$ cat config.mk
export PLATFORM = sky130hd
export DESIGN_NAME = booth_r4_mult
export DESIGN_NICKNAME = d
export VERILOG_FILES = /design/src/rtl/booth_pkg.sv /design/src/rtl/booth_r4_recoder.sv /design/src/rtl/booth_r4_mult.sv
export SDC_FILE = /design/constraint.sdc
export NUM_CORES = 1
export LEC_CHECK = 0
export CAP_MARGIN = 20
export CORE_ASPECT_RATIO = 0.6
export CORE_MARGIN = 2
export CORE_UTILIZATION = 55
export CTS_CLUSTER_DIAMETER = 80
export DETAILED_ROUTE_END_ITERATION = 6
export GPL_TIMING_DRIVEN = 0
export PLACE_DENSITY = 0.79
export SYNTH_ARGS = -nofsm -noshare
export SYNTH_HDL_FRONTEND = slang
export SYNTH_SLANG_ARGS = --single-unit
export TNS_END_PERCENT = 100
$ cat constraint.sdc
create_clock -name clk -period 5.4 [get_ports clk]
set_input_delay 1.35 -clock clk [delete_from_list [all_inputs] [get_ports clk]]
set_output_delay 1.35 -clock clk [all_outputs]
set_load 0.03 [all_outputs]
$ cat src/rtl/booth_pkg.sv
`default_nettype none
// ============================================================================
//  Module      : booth_pkg
//  Description : Shared types and helpers for the radix-4 Booth multiplier.
//                - state_e    : control FSM states (IDLE, CALC, DONE)
//                - pp_sel_e   : partial-product selection from Booth recoding
//                - iter_count : number of radix-4 steps for an N-bit operand
//  Revision    : 1.0 - initial release
// ============================================================================
package booth_pkg;

    typedef enum logic [1:0] {
        IDLE = 2'd0,
        CALC = 2'd1,
        DONE = 2'd2
    } state_e;

    typedef enum logic [2:0] {
        PP_ZERO = 3'd0,
        PP_P1   = 3'd1,
        PP_P2   = 3'd2,
        PP_M1   = 3'd3,
        PP_M2   = 3'd4
    } pp_sel_e;

    // Operands are extended to N+2 bits; each radix-4 step retires two
    // multiplier bits, so (N+2)/2 steps cover every significant bit.
    function automatic int iter_count(input int n);
        return (n + 2) / 2;
    endfunction

endpackage : booth_pkg
`default_nettype wire

$ cat src/rtl/booth_r4_recoder.sv
`default_nettype none
// ============================================================================
//  Module      : booth_r4_recoder
//  Description : Combinational radix-4 Booth recoder. Maps the multiplier
//                triplet {b(2i+1), b(2i), b(2i-1)} to a partial-product
//                selection in {0, +M, +2M, -M, -2M}.
//  Ports       : triplet (in, 3)  multiplier bit triplet
//                pp_sel  (out)    partial-product selection
//  Revision    : 1.0 - initial release
// ============================================================================
module booth_r4_recoder
    import booth_pkg::*;
(
    input  logic [2:0] triplet,
    output pp_sel_e    pp_sel
);

    always_comb begin
        pp_sel = PP_ZERO;
        case (triplet)
            3'b000, 3'b111: pp_sel = PP_ZERO;
            3'b001, 3'b010: pp_sel = PP_P1;
            3'b011:         pp_sel = PP_P2;
            3'b100:         pp_sel = PP_M2;
            3'b101, 3'b110: pp_sel = PP_M1;
            default:        pp_sel = PP_ZERO;
        endcase
    end

endmodule : booth_r4_recoder
`default_nettype wire

$ cat src/rtl/booth_r4_mult.sv
`default_nettype none
// ============================================================================
//  Module      : booth_r4_mult
//  Description : Sequential radix-4 Booth multiplier, N-bit operands,
//                per-operation signed/unsigned mode, ready/valid input,
//                fixed latency of ITER cycles from acceptance to done.
//  Ports       : clk, rst (sync, active high)
//                valid, signed_mode, multiplicando[N], multiplicador[N] (in)
//                ready, resultado[2N], done (out)
//                resultado_sat[N], ovf (out, only with BOOTH_SAT_EN)
//  Options     : `define BOOTH_SAT_EN adds the saturated N-bit result and
//                its overflow flag.
//  Revision    : 1.0 - initial release
// ============================================================================
module booth_r4_mult
    import booth_pkg::*;
#(
    parameter int N = 8
) (
    input  logic             clk,
    input  logic             rst,
    input  logic             valid,
    input  logic             signed_mode,
    input  logic [N-1:0]     multiplicando,
    input  logic [N-1:0]     multiplicador,
    output logic             ready,
    output logic [2*N-1:0]   resultado,
    output logic             done
`ifdef BOOTH_SAT_EN
    ,
    output logic [N-1:0]     resultado_sat,
    output logic             ovf
`endif
);

    localparam int ITER = iter_count(N);
    localparam int XW   = N + 2;          // extended operand width
    localparam int AW   = XW + 1;         // upper accumulator half (holds +-2M)
    localparam int ACCW = AW + XW;        // full accumulator: 2(N+2)+1
    localparam int OFF  = XW - 2 * ITER;  // leftover multiplier bit for odd N
    localparam int CW   = $clog2(ITER + 1);

    state_e              state_q, state_d;
    logic [XW-1:0]       mcand_q, mcand_d;
    logic [ACCW-1:0]     acc_q, acc_d;
    logic                bm1_q, bm1_d;     // b(-1) / previous multiplier bit
    logic [CW-1:0]       count_q, count_d;
    logic [2*N-1:0]      resultado_q, resultado_d;
    logic                done_q, done_d;

    logic [2:0]          triplet;
    pp_sel_e             pp_sel;
    logic [AW-1:0]       m1, m2, pp, a_sum;
    logic [ACCW-1:0]     acc_step;
    logic [2*N-1:0]      product;
    logic [XW-1:0]       mcand_ext, mplier_ext;

    assign triplet = {acc_q[1], acc_q[0], bm1_q};

    booth_r4_recoder u_recoder (
        .triplet (triplet),
        .pp_sel  (pp_sel)
    );

    always_comb begin
        m1 = {mcand_q[XW-1], mcand_q};
        m2 = {mcand_q, 1'b0};
        pp = '0;
        case (pp_sel)
            PP_ZERO: pp = '0;
            PP_P1:   pp = m1;
            PP_P2:   pp = m2;
            PP_M1:   pp = -m1;
            PP_M2:   pp = -m2;
            default: pp = '0;
        endcase
        a_sum    = acc_q[ACCW-1:XW] + pp;
        acc_step = ACCW'($signed({a_sum, acc_q[XW-1:0]}) >>> 2);
        // After ITER steps the product sits at the bottom of the accumulator,
        // above any multiplier bit not consumed when N is odd.
        product  = acc_step[2*N-1+OFF:OFF];
    end

    always_comb begin
        mcand_ext  = signed_mode ? {{2{multiplicando[N-1]}}, multiplicando}
                                 : {2'b00, multiplicando};
        mplier_ext = signed_mode ? {{2{multiplicador[N-1]}}, multiplicador}
                                 : {2'b00, multiplicador};
    end

`ifdef BOOTH_SAT_EN
    logic            mode_q, mode_d;
    logic [N-1:0]    sat_q, sat_d;
    logic            ovf_q, ovf_d;
    logic [N-1:0]    sat_w;
    logic            ovf_w;

    always_comb begin
        if (mode_q) begin
            // Signed result fits N bits when bits [2N-1:N-1] are all equal.
            ovf_w = ~((&product[2*N-1:N-1]) | ~(|product[2*N-1:N-1]));
            if (!ovf_w)
                sat_w = product[N-1:0];
            else if (product[2*N-1])
                sat_w = {1'b1, {(N-1){1'b0}}};
            else
                sat_w = {1'b0, {(N-1){1'b1}}};
        end else begin
            ovf_w = |product[2*N-1:N];
            sat_w = ovf_w ? {N{1'b1}} : product[N-1:0];
        end
    end
`endif

    always_comb begin
        state_d     = state_q;
        mcand_d     = mcand_q;
        acc_d       = acc_q;
        bm1_d       = bm1_q;
        count_d     = count_q;
        resultado_d = resultado_q;
        done_d      = 1'b0;
        ready       = (state_q != CALC);
`ifdef BOOTH_SAT_EN
        mode_d      = mode_q;
        sat_d       = sat_q;
        ovf_d       = ovf_q;
`endif
        case (state_q)
            IDLE, DONE: begin
                if (valid) begin
                    mcand_d = mcand_ext;
                    acc_d   = {{AW{1'b0}}, mplier_ext};
                    bm1_d   = 1'b0;
                    count_d = '0;
`ifdef BOOTH_SAT_EN
                    mode_d  = signed_mode;
`endif
                    state_d = CALC;
                end else begin
                    state_d = IDLE;
                end
            end
            CALC: begin
                acc_d   = acc_step;
                bm1_d   = acc_q[1];
                count_d = count_q + CW'(1);
                if (count_q == CW'(ITER - 1)) begin
                    resultado_d = product;
                    done_d      = 1'b1;
`ifdef BOOTH_SAT_EN
                    sat_d       = sat_w;
                    ovf_d       = ovf_w;
`endif
                    state_d     = DONE;
                end
            end
            default: state_d = IDLE;
        endcase
    end

    always_ff @(posedge clk) begin
        if (rst) begin
            state_q     <= IDLE;
            mcand_q     <= '0;
            acc_q       <= '0;
            bm1_q       <= 1'b0;
            count_q     <= '0;
            resultado_q <= '0;
            done_q      <= 1'b0;
`ifdef BOOTH_SAT_EN
            mode_q      <= 1'b0;
            sat_q       <= '0;
            ovf_q       <= 1'b0;
`endif
        end else begin
            state_q     <= state_d;
            mcand_q     <= mcand_d;
            acc_q       <= acc_d;
            bm1_q       <= bm1_d;
            count_q     <= count_d;
            resultado_q <= resultado_d;
            done_q      <= done_d;
`ifdef BOOTH_SAT_EN
            mode_q      <= mode_d;
            sat_q       <= sat_d;
            ovf_q       <= ovf_d;
`endif
        end
    end

    assign resultado = resultado_q;
    assign done      = done_q;
`ifdef BOOTH_SAT_EN
    assign resultado_sat = sat_q;
    assign ovf           = ovf_q;
`endif

endmodule : booth_r4_mult
`default_nettype wire

==> results.toml <==
[routing]
route.detailed.drc = 0
num_vias = 2932
wl_um = 7860
drt_pass1_iterations = 5
drt-wirelength-per-cell_um = 15.9
detail-route-antenna-nets = 0
post_drt_via_cell_ratio = 5.95
first_iter_violations = 267

[cells_and_area]
n_fill_cell = 444
final_common_cell = "nand2_1"
antenna-diode-count = 0
area_growth_syn_to_layout_pct = 19.1
regArea_um2 = 1080
drive_above_1_share = 0.0585
postLayoutCellArea_um2 = 3580
final_cell_mix = "69 x nand2_1, 54 x dfxtp_1, 46 x a21oi_1"
multi_input_area_um2 = 1770
nets = 461

[synth]
synth.top_cell.area_share = 0.360
ys.flop_type = "dfxtp_1"
synth_async_sr_flop_share = 0
synth_cells = 382
ys_ff_latch = 54
seq_area_frac_synth = 0.360
yosys_warnings = 0
synth_edf_count = 0
ys_types = 51
netlist_area_um2 = 3000
synth_nets = 417
synth.avg_cell_area_um2 = 7.86
netlist_top_cells_area = "dfxtp_1 36%, nand2_1 8.6%, a21oi_1 7.7%"
yosys.area.top_type = "dfxtp_1"

[critical_path]
rr_endpoint = "acc_q[15]"
regToRegStartpoint = "mcand_q[0]"
cp.required_ns = 4.05
worstSetupStartpointType = "register"
endpoint_kind = "output port"
r2r_cells = 13
critPathArrivalTime_ns = 2.75
worstPathMaxFanout = 10
setup.worst_path.start = "state_q[0]"
reg2reg_slack_ns = 1.87
endpoint = "ready"
worst-setup-path-type = "register to output port"

[floorplanning]
core_um2 = 5150
die_w_um = 99.4
start_util = 0.582
rows = 20
io-pin-count = 38
die_y_um = 61.2
design.die.area_um2 = 6080

[sta]
fmax_ghz = 0.244
fin_crit_sh = 0.759
slew_headroom = 0.608
tightest_slew_ns = 0.587
final_max_slew_viol_count = 0
fin_setup_tns_ns = 0
setup_violations = 0
period_needed_ns = 4.10
clock_skew_ns = 0.0135
hold_violations = 0
rsz0062_at_grt = "no"

[hold_path]
holdCritPathClass = "register to register"
hold_depth = 2

[grt]
grt_max_degree = 18
antenna_found_initial = 0
grt_pass1_wl_um = 12600
overflow = 0
grt_pass1_vias = 2547
grt_usage = 0.265

[clock_tree]
numClockSinks = 54
clockBufferDepth = 2
clock_latency_ns = 0.31
hold_buffers = 0
cts_tree = "done"
clk_pin_slew_worst_paths_ns = 0.10
postCtsResizedCells = 0
postCtsSetupBuffers = 0
clockRootBuffer = "clkbuf_8"
numCtsBuffers = 5
h-tree-depth = 2

[placement]
portBuffers = 37
dpl_cell_area_um2 = 3450
gp_congestion = 0.989
hpwl_um = 6050

[power_and_ir_drop]
p_leak_uw = 0.00136
irDropWorstVdd_v = 0.000130
p_per_area_nw_per_um2 = 251

[job]
max_cap_violations = 0

[outcome]
outcome = "complete, no violations"
synthesized netlist by cell type (2+ instances only):
cell type / instances
nand2b_1: 7
inv_1: 6
nand3b_1: 4
dfxtp_1: 54
nand4b_1: 4
nand3_1: 10
o21a_1: 3
nand4_1: 2
or4_4: 3
or3_1: 3
nor3_1: 11
o21ai_0: 8
o211ai_1: 2
buf_6: 2
nand2_1: 69
xnor2_1: 5
nor2b_1: 6
a2111o_1: 2
clkbuf_1: 21
buf_2: 4
nor2_1: 32
ha_1: 14
a22oi_1: 11
and3_1: 2
o311ai_0: 2
or4b_2: 2
a21oi_1: 46
o31ai_1: 3
xor2_1: 8
a21o_1: 4
o22ai_1: 10
a211oi_1: 2
nor4_2: 2
power by group:
| group | leakage, uW | internal [uW] | switching [uW] |
|---|---|---|---|
| registers | 0.000439 | 414 | 12.9 |
| clock network | 0.0000618 | 153 | 137 |
| logic | 0.000863 | 73.4 | 107 |
worst min-delay path by stage:
stage                        from       endpoint  slack, ns
finish              resultado[12]  resultado[12]       0.46
global route         resultado[0]   resultado[0]       0.49
CTS                  resultado[9]   resultado[9]       0.46
detailed placement   resultado[9]   resultado[9]       0.45
global placement    resultado[14]  resultado[14]       0.44
floorplan               acc_q[15]      acc_q[15]       0.44
stage by stage:
stage,std cells,util,power (uW),hold slack (ns),worst slack [ns]
2_1_floorplan,382,-,557,0.441,2.36
3_3_place_gp,485,0.670,607,0.441,1.75
3_5_place_dp,485,0.670,612,0.448,1.70
4_1_cts,493,0.694,895,0.461,1.36
5_1_grt,493,0.694,936,0.486,1.22
6_report,493,0.694,898,0.458,1.30
worst max-delay path: stages (launching register included):
cell,delay (ns)
dfxtp_1,0.33
nor2b_1,0.13
buf_2,0.17
inv_1,0.15
clkbuf_1,0.38
buf_1,0.50
clkdlybuf4s50_1,0.78
routing by layer:
metal	track usage	part of all wire
met5	0	0
met4	0.0431	0.0061
met3	0.0647	0.070
met2	0.386	0.40
met1	0.404	0.53
flip-flops by register name (all words and copies together) (netlist names):
| register | cells |
|---|---|
| resultado | 16 |
| state_q | 2 |
| u_recoder.pp_sel | 3 |
| done | 1 |
| bm1_q | 1 |
| acc_q | 19 |
| mcand_q | 9 |
| count_q | 3 |
area by class of cell:
| cell class | instances | area share |
|---|---|---|
| timing repair buffer | 37 | 0.104 |
| clock buffer | 6 | 0.0231 |
| inverter | 6 | 0.00630 |
| multi-input combinational | 294 | 0.496 |
| sequential | 54 | 0.302 |
| tap | 66 | 0.0231 |
| buffer | 28 | 0.0350 |
| clock inverter | 2 | 0.0108 |
cells by family (layout without fill, tap and decap cells):
| kind of cell | after synthesis | count (layout) | synth area share |
|---|---|---|---|
| flip-flops | 54 | 54 | 0.360 |
| adder cells (fa/ha/maj) | 15 | 15 | 0.0650 |
| AND/OR/NAND/NOR | 163 | 163 | 0.271 |
| buffers and inverters | 34 | 79 | 0.0492 |
| XOR/XNOR | 13 | 13 | 0.0379 |
| multiplexers | 2 | 2 | 0.00709 |
| AO/OA/AOI/OAI | 101 | 101 | 0.209 |
Note: power is estimated with default switching activity, not from simulation.
